<file path="config.mk">
export PLATFORM = sky130hd
export DESIGN_NAME = drm_17x256_fifo_ctrl
export DESIGN_NICKNAME = d
export VERILOG_FILES = /design/src/rtl/drm_fifo_pkg.sv /design/src/rtl/drm_17x256.sv /design/src/rtl/drm_17x256_fifo_ctrl.sv
export SDC_FILE = /design/constraint.sdc
export NUM_CORES = 2
export LEC_CHECK = 0
export CAP_MARGIN = 20
export CORE_MARGIN = 2
export CORE_UTILIZATION = 62
export CTS_CLUSTER_SIZE = 20
export DETAILED_ROUTE_END_ITERATION = 8
export PLACE_DENSITY = 0.78
export SETUP_SLACK_MARGIN = 0.02
export SLEW_MARGIN = 0
export SYNTH_ARGS = -nofsm -noshare
export SYNTH_HDL_FRONTEND = slang
export SYNTH_MEMORY_MAX_BITS = 65536
export SYNTH_SLANG_ARGS = --single-unit
</file>
<file path="constraint.sdc">
create_clock -name clk -period 8.4 [get_ports clk]
set_input_delay 2.1 -clock clk [delete_from_list [all_inputs] [get_ports clk]]
set_output_delay 2.1 -clock clk [all_outputs]
set_load 0.01 [all_outputs]
</file>
<file path="src/rtl/drm_fifo_pkg.sv">
// Shared constants for the DRM-backed FIFO controller.
package drm_fifo_pkg;

    localparam int unsigned DRM_DATA_WIDTH = 17;
    localparam int unsigned DRM_ADDR_WIDTH = 8;
    localparam int unsigned DEPTH          = 2 ** DRM_ADDR_WIDTH;
    localparam int unsigned OUT_STAGES     = 2;
    localparam int unsigned MAX_LEVEL      = DEPTH + OUT_STAGES;

endpackage

</file>
<file path="src/rtl/drm_17x256.sv">
// Behavioural model of the 17x256 simple dual-port DRM with a registered read port.
module drm_17x256 #(
    parameter int unsigned DATA_WIDTH = 17,
    parameter int unsigned ADDR_WIDTH = 8
) (
    input  logic                  wr_clk,
    input  logic                  wr_rst,
    input  logic                  wr_en,
    input  logic [ADDR_WIDTH-1:0] wr_addr,
    input  logic [DATA_WIDTH-1:0] wr_data,
    input  logic                  rd_clk,
    input  logic                  rd_rst,
    input  logic                  rd_en,
    input  logic [ADDR_WIDTH-1:0] rd_addr,
    output logic [DATA_WIDTH-1:0] rd_data
);

    localparam int unsigned RAM_DEPTH = 2 ** ADDR_WIDTH;

    logic [DATA_WIDTH-1:0] mem [RAM_DEPTH];

    // Write port: one word per cycle, suppressed while in reset.
    always_ff @(posedge wr_clk) begin
        if (!wr_rst && wr_en) begin
            mem[wr_addr] <= wr_data;
        end
    end

    // Read port: data appears one cycle after rd_en, cleared by reset.
    always_ff @(posedge rd_clk) begin
        if (rd_rst) begin
            rd_data <= '0;
        end else if (rd_en) begin
            rd_data <= mem[rd_addr];
        end
    end

endmodule

</file>
<file path="src/rtl/drm_17x256_fifo_ctrl.sv">
// First-word-fall-through valid/ready FIFO around the 17x256 DRM.
// A two-entry output stage (head + skid) hides the RAM read latency.
module drm_17x256_fifo_ctrl
    import drm_fifo_pkg::*;
#(
    parameter int unsigned DATA_WIDTH    = DRM_DATA_WIDTH,
    parameter int unsigned ADDR_WIDTH    = DRM_ADDR_WIDTH,
    parameter int unsigned AFULL_THRESH  = 240,
    parameter int unsigned AEMPTY_THRESH = 16
) (
    input  logic                  clk,
    input  logic                  rst_n,
    input  logic                  s_valid,
    output logic                  s_ready,
    input  logic [DATA_WIDTH-1:0] s_data,
    output logic                  m_valid,
    input  logic                  m_ready,
    output logic [DATA_WIDTH-1:0] m_data,
    output logic [ADDR_WIDTH:0]   level,
    output logic                  almost_full,
    output logic                  almost_empty
);

    localparam int unsigned CW        = ADDR_WIDTH + 1;
    localparam int unsigned RAM_DEPTH = 2 ** ADDR_WIDTH;

    logic [ADDR_WIDTH-1:0] wptr, wptr_n;
    logic [ADDR_WIDTH-1:0] rptr, rptr_n;
    logic [CW-1:0]         ram_cnt, ram_cnt_n;
    logic                  inflight, inflight_n;
    logic [1:0]            buf_cnt, buf_cnt_n;
    logic [DATA_WIDTH-1:0] skid, skid_n;
    logic [DATA_WIDTH-1:0] head_n;
    logic [CW-1:0]         level_n;
    logic                  s_ready_n, m_valid_n, afull_n, aempty_n;
    logic                  push, pop, issue;
    logic [2:0]            occ;
    logic [DATA_WIDTH-1:0] rd_data;

    drm_17x256 #(
        .DATA_WIDTH (DATA_WIDTH),
        .ADDR_WIDTH (ADDR_WIDTH)
    ) u_drm (
        .wr_clk  (clk),
        .wr_rst  (~rst_n),
        .wr_en   (push),
        .wr_addr (wptr),
        .wr_data (s_data),
        .rd_clk  (clk),
        .rd_rst  (~rst_n),
        .rd_en   (issue),
        .rd_addr (rptr),
        .rd_data (rd_data)
    );

    // Next-state: handshakes, read issue, counts, output stage and flags.
    always_comb begin
        wptr_n     = wptr;
        rptr_n     = rptr;
        ram_cnt_n  = ram_cnt;
        skid_n     = skid;
        head_n     = m_data;
        push       = s_valid && s_ready;
        pop        = m_ready && m_valid;
        // Words already committed to the output stage after this cycle's pop.
        occ        = 3'(buf_cnt) + 3'(inflight) - 3'(pop);
        issue      = (ram_cnt != '0) && (occ < 3'(OUT_STAGES));
        inflight_n = issue;

        if (push) begin
            wptr_n = wptr + ADDR_WIDTH'(1);
        end
        if (issue) begin
            rptr_n = rptr + ADDR_WIDTH'(1);
        end

        case ({push, issue})
            2'b10:   ram_cnt_n = ram_cnt + CW'(1);
            2'b01:   ram_cnt_n = ram_cnt - CW'(1);
            default: ram_cnt_n = ram_cnt;
        endcase

        // Returning data goes to the head when it is free, else to the skid slot;
        // a pop with the skid slot full shifts the skid word forward first.
        if (pop) begin
            if (buf_cnt == 2'd2) begin
                head_n = skid;
                if (inflight) begin
                    skid_n = rd_data;
                end
            end else if (inflight) begin
                head_n = rd_data;
            end
        end else if (inflight) begin
            if (buf_cnt == 2'd0) begin
                head_n = rd_data;
            end else begin
                skid_n = rd_data;
            end
        end

        buf_cnt_n = buf_cnt + 2'(inflight) - 2'(pop);
        level_n   = ram_cnt_n + CW'(inflight_n) + CW'(buf_cnt_n);
        afull_n   = level_n >= CW'(AFULL_THRESH);
        aempty_n  = level_n <= CW'(AEMPTY_THRESH);
        s_ready_n = ram_cnt_n != CW'(RAM_DEPTH);
        m_valid_n = buf_cnt_n != 2'd0;
    end

    // State and registered outputs; reset discards all contents.
    always_ff @(posedge clk) begin
        if (!rst_n) begin
            wptr         <= '0;
            rptr         <= '0;
            ram_cnt      <= '0;
            inflight     <= 1'b0;
            buf_cnt      <= '0;
            skid         <= '0;
            m_data       <= '0;
            level        <= '0;
            s_ready      <= 1'b0;
            m_valid      <= 1'b0;
            almost_full  <= 1'b0;
            almost_empty <= 1'b1;
        end else begin
            wptr         <= wptr_n;
            rptr         <= rptr_n;
            ram_cnt      <= ram_cnt_n;
            inflight     <= inflight_n;
            buf_cnt      <= buf_cnt_n;
            skid         <= skid_n;
            m_data       <= head_n;
            level        <= level_n;
            s_ready      <= s_ready_n;
            m_valid      <= m_valid_n;
            almost_full  <= afull_n;
            almost_empty <= aempty_n;
        end
    end

endmodule

</file>
Yosys cells after proc, flatten, opt, wreduce, memory -nomap -nowiden
Memory sizes are Yosys's and may differ from the RTL's. A register that Yosys moved wholly into a read port is not among the register bits.
Cells that the tools add are included.
- flip-flop bits (word level): 75
- memory bits (writable): 4352
- input bits: 21
- output and inout bits: 30
- memories: 1
- add/sub/neg operators: 10
- order comparisons: 3
- equality and inequality tests: 7
- mux-type cells: 12
- reductions and logical operators: 13
- memories (memory ; words ; bits a word ; rd ports ; clocked after Yosys merged registers in ; write ports ; line ; text):
    u_drm.mem ; 256 ; 17 ; 1 ; 1 ; 1 ; drm_17x256.sv:20 ; logic [DATA_WIDTH-1:0] mem [RAM_DEPTH];
- operators with widths (kind ; number):
    $mux W17 ; 9
    $pmux W9 S2 ; 1
    $add A8 B1 Y8 const B ; 2
    $add A9 B1 Y9 ; 1
    $add A9 B1 Y9 const B ; 1
    $add A9 B2 Y9 ; 1
    $ge A9 B8 Y1 const B ; 1
    $le A9 B5 Y1 const B ; 1
    $ne A9 B9 Y1 const B ; 1
    $reduce_bool A9 Y1 ; 1
    $sub A9 B1 Y9 const B ; 1
    $reduce_bool A2 Y1 ; 4
    $eq A2 B2 Y1 const B ; 2
    $logic_and A1 B1 Y1 ; 4
    $ne A2 B2 Y1 const B ; 2
    $reduce_and A4 Y1 ; 1
    $add A2 B1 Y3 ; 1
    $lt A3 B2 Y1 const B ; 1
    $reduce_and A3 Y1 ; 1
    $sub A3 B1 Y3 ; 1
    $add A2 B1 Y2 ; 1
    $eq A2 B1 Y1 const B ; 1
    $logic_not A2 Y1 ; 1
    $mux W1 ; 2
    other kinds (3) ; 3

Depth between registers and ports, before layout
- word-level depth: 9
- mapped depth: 20

Modules after synthesis
From an unflattened synthesis, not the netlist that was laid out.
- cells, all modules: 8331
- area total of the unflattened synthesis: 172122.6 sq um
- by module, submodules not included (module ; times used ; cells each ; area an instance (sq um)):
    drm_17x256 ; 1 ; 7870 ; 168266.4
    drm_17x256_fifo_ctrl ; 1 ; 461 ; 3856.2

Least setup slack after synthesis
OpenSTA, ideal clock, no wires.
- kind: input-to-reg
- start: input port m_ready
- end: register almost_empty
- arrival time: 6.822 ns
- required time: 8.255 ns
- path slack: 1.433 ns
- stages on the path: 19
- path buffers: 3
- cells stage by stage: nand2_1 nor2_1 clkbuf_1 fa_1 xnor2_2 nand2_1 nor2_1 clkbuf_1 ha_1 clkbuf_1 mux2i_1 inv_1 ha_1 nand2_1 o31ai_1 nand2_1 nor4_1 mux2i_1 a311oi_2
- word-level cells in the longest chain between the ends: 9
- elaborated cells between the ends (all ways): 11
- classes of those cells: 4 x add/sub; 2 x order compare; 2 x eq/ne; 1 x mux; 2 x reduce/logical
- RTL lines (what ; line ; text):
    start, declared ; drm_17x256_fifo_ctrl.sv:17 ; input logic m_ready,
    $logic_and A1 B1 Y1 (*) ; drm_17x256_fifo_ctrl.sv:64 ; pop = m_ready && m_valid;
    $sub A3 B1 Y3 (*) ; drm_17x256_fifo_ctrl.sv:66 ; occ = 3'(buf_cnt) + 3'(inflight) - 3'(pop);
    $lt A3 B2 Y1 (*) ; drm_17x256_fifo_ctrl.sv:67 ; issue = (ram_cnt != '0) && (occ < 3'(OUT_STAGES));
    $logic_and A1 B1 Y1 (*) ; drm_17x256_fifo_ctrl.sv:67 ;
    $eq A2 B1 Y1 / $eq A2 B2 Y1 (equally long branches) ; drm_17x256_fifo_ctrl.sv:77 ; case ({push, issue})
    $pmux W9 S2 (*) ; drm_17x256_fifo_ctrl.sv:77 ;
    named net ram_cnt_n[1] ; drm_17x256_fifo_ctrl.sv:29 ; logic [CW-1:0] ram_cnt, ram_cnt_n;
    $add A9 B1 Y9 (*) ; drm_17x256_fifo_ctrl.sv:103 ; level_n = ram_cnt_n + CW'(inflight_n) + CW'(buf_cnt_n);
    $add A9 B2 Y9 (*) ; drm_17x256_fifo_ctrl.sv:103 ;
    $le A9 B5 Y1 (*) ; drm_17x256_fifo_ctrl.sv:105 ; aempty_n = level_n <= CW'(AEMPTY_THRESH);
    end signal, assigned ; drm_17x256_fifo_ctrl.sv:137 ; almost_empty <= aempty_n;
    end, declared ; drm_17x256_fifo_ctrl.sv:21 ; output logic almost_empty
The timed path passes the listed nets; every way through them passes the cells marked *.
A chain may end at the register's enable or synchronous reset.

Worst setup path after layout
Same ends and word-level chain as after synthesis.

==> impl_metrics.tcl <==
set metrics [dict create \
    clock_latency_ps 940 \
    io_buffers 50 \
    fmax_ghz 0.1508 \
    firstDrtPassIters 8 \
    postCtsHoldBufs 0 \
    die_x_um 528.3 \
    maxSlewViolCount 43 \
    hold_class "reg2reg" \
    worstPathMaxFanout 9 \
    cp-end-kind "register" \
    drc_errors 0 \
    postCtsSetupBuffers 0 \
    ys.flop_type "edfxtp_1" \
    ios 51 \
    relSlewSlack -0.03507 \
    worst-slew-pin-transition_ps 1553 \
    skew_ps 60.24 \
    fillerInstances 14848 \
    coreArea_mm2 0.2736 \
    overflow 0 \
    dp_cells 10701 \
    cp_common_cell "nand2_1" \
    post_drt_wl_per_cell_um 38.47 \
    cts_repair_resize_count 0 \
    cellPowerDensity_mw_per_mm2 284.9 \
    synth_area_leaders "edfxtp_1 77%, mux4_2 18%, dfxtp_1 1.1%" \
    dieArea_mm2 0.2791 \
    ant_nets 0 \
    ys_ff_latch 4444 \
    grt_pass1_wl_um 628500 \
    p_total_w 0.05418 \
    peakVddDrop_uv 260.9 \
    area_growth_pct 11.56 \
    critPathTopFamily "adder cells" \
    critPathKind "in2reg" \
    drt_iter0_markers 13576 \
    violations "max-slew violations" \
    cp_slowest_stage_delay_ps 690 \
    fin_crit_sh 0.7894 \
    gp_congestion 0.8822 \
    worst-path-buf-inv 3 \
    fin_tns_setup_ps 0 \
    final_area_mm2 0.1902 \
    placementRows 192 \
    multi_input_area_mm2 0.03647 \
    start_util 0.6229 \
    startpoint_type "input pin" \
    final_nets 7588 \
    rsz0062_at_grt "no" \
    final.min_clock_period_ps 6631 \
    dpl-instance-area_mm2 0.1766 \
    grt_max_degree 198 \
    antenna_found_initial 24 \
    wl_um 441600 \
    netlist_area_mm2 0.1705 \
    syn_inst 7199 \
    dieHeight_um 528.3 \
    setup_violations 0 \
    cts_tree "built" \
    ctsLongestPathBuffers 4 \
    clock-sinks 4444 \
    vias 83447 \
    hold_viol 0 \
    yosysMostFrequentCell "edfxtp_1" \
    post-dp-hpwl_um 234500 \
    drive_gt1_frac 0.3041 \
    ys.warnings.count 0 \
    ys_async_sr_fraction 0 \
    required_ps 9140 \
    grtUsageTotal 0.3195 \
    synth.top_cell.area_share 0.7667 \
    yosys-top-cells-count "4352 x edfxtp_1, 1358 x mux4_2, 278 x nor2_1" \
    cts_max_level 5 \
    outcome "finished, violations left" \
    postSynthAreaPerCell_um2 23.68 \
    cp_slowest_cell "fa_1" \
    arrival_ps 7370 \
    layout.cells.non_filler 11479 \
    yosysTopAreaCell "edfxtp_1" \
    yosysUniqueCellTypes 76 \
    seqCellArea_mm2 0.1325 \
    synth-edff-count 4352 \
    drv_cap 0 \
    cts_buffers 421 \
    cts.clk_slew.worst_paths_ps 60 \
    ys_seq_area_frac 0.7775 \
    viasPerCell 7.270 \
    leakage_nw 57.30 \
    grt_pass1_vias 83169 \
    crit_chain "clkdlybuf4s50_1 -> nand2_1 -> xnor2_1 -> ha_1 -> inv_1 -> fa_1 -> a21bo_2 -> nor2_4 -> nand2_1 -> xnor2_1 -> ha_1 -> mux2i_1 -> inv_1 -> ha_1 -> nand2_1 -> o31ai_1 -> nand2_1 -> nor4_1 -> mux2i_1 -> a311oi_2" \
    syn_nets 7232 \
    cts-root-buf "clkbuf_16" \
]
[placed cells by master, fill, tap and decap left out, types with 86 or more instances in the layout]
cell type | Yosys | layout
buf_4 | 3 | 259
clkinv_1 | 0 | 106
nor2_2 | 0 | 119
mux4_2 | 1358 | 1358
clkbuf_1 | 257 | 86
dfxtp_1 | 92 | 87
edfxtp_1 | 4352 | 4352
nand2_1 | 157 | 156
clkbuf_16 | 0 | 429
nor2_1 | 278 | 157
[routing by layer]
metal  share of wire  GRT usage
met1            0.35     0.4499
met2            0.47     0.4893
met3            0.12    0.07707
met4           0.050     0.1355
met5         0.00036          0
[flip-flops by register name, indices dropped and copies added, names as in the netlist, 2 cells and up]
name	flops
m_data	17
ram_cnt	9
skid	17
wptr	8
level	9
rptr	8
u_drm.rd_data	17
u_drm.mem	4352
buf_cnt	2
[final cells by class]
class	instances	area share
Antenna cell	12	0.0001579
Clock inverter	228	0.01062
Timing Repair Buffer	354	0.01806
Tap cell	3589	0.02362
Multi-Input combinational cell	2315	0.1918
Inverter	19	0.0003751
Sequential cell	4444	0.6970
Clock buffer	518	0.05834
[power by group]
group	total (W)	switching, W	internal (W)	leakage, nW
clock network	0.0185	0.00809	0.0104	6.40
logic	0.0110	0.00606	0.00498	11.0
registers	0.0247	0.000202	0.0245	39.9
[kinds of logic (layout without fill, tap and decap cells)]
family | after synthesis | in the layout | share of synthesized area
AOI/OAI and AO/OA | 286 | 286 | 0.01306
xor gates and xnor gates | 29 | 29 | 0.001622
adders and majority gates | 12 | 12 | 0.0009690
buffers and inverters | 440 | 1119 | 0.01080
DFF | 4444 | 4444 | 0.7775
muxes | 1368 | 1368 | 0.1800
other | 0 | 12 | 0
and+or+nand+nor | 620 | 620 | 0.01603
[worst paths after layout]
| kind | from | endpoint | slack (ps) | cells past startpoint |
|---|---|---|---|---|
| max | m_ready | almost_empty | 1770 | 20 |
| min | skid[15] | skid[15] | 470 | 2 |
| max reg2reg | m_valid | almost_empty | 3160 | 19 |
| min reg2reg | skid[15] | skid[15] | 470 | 2 |
[stage by stage]
stage / hold slack, ps / setup slack [ps] / util
6_report: 468.1 / 1769 / 0.6950
5_1_grt: 490.7 / 1247 / 0.6949
4_1_cts: 469.0 / 1805 / 0.6934
3_5_place_dp: 459.2 / 872.8 / 0.6455
3_3_place_gp: 453.4 / 806.2 / 0.6448
2_1_floorplan: 443.7 / 1433 / -
[tightest hold or removal path, cell delays in order, from the launching register on]
cell and delay (ps):
dfxtp_1 310, nand2_1 50, a21boi_0 60
Note: power is estimated with default switching activity, not from simulation.
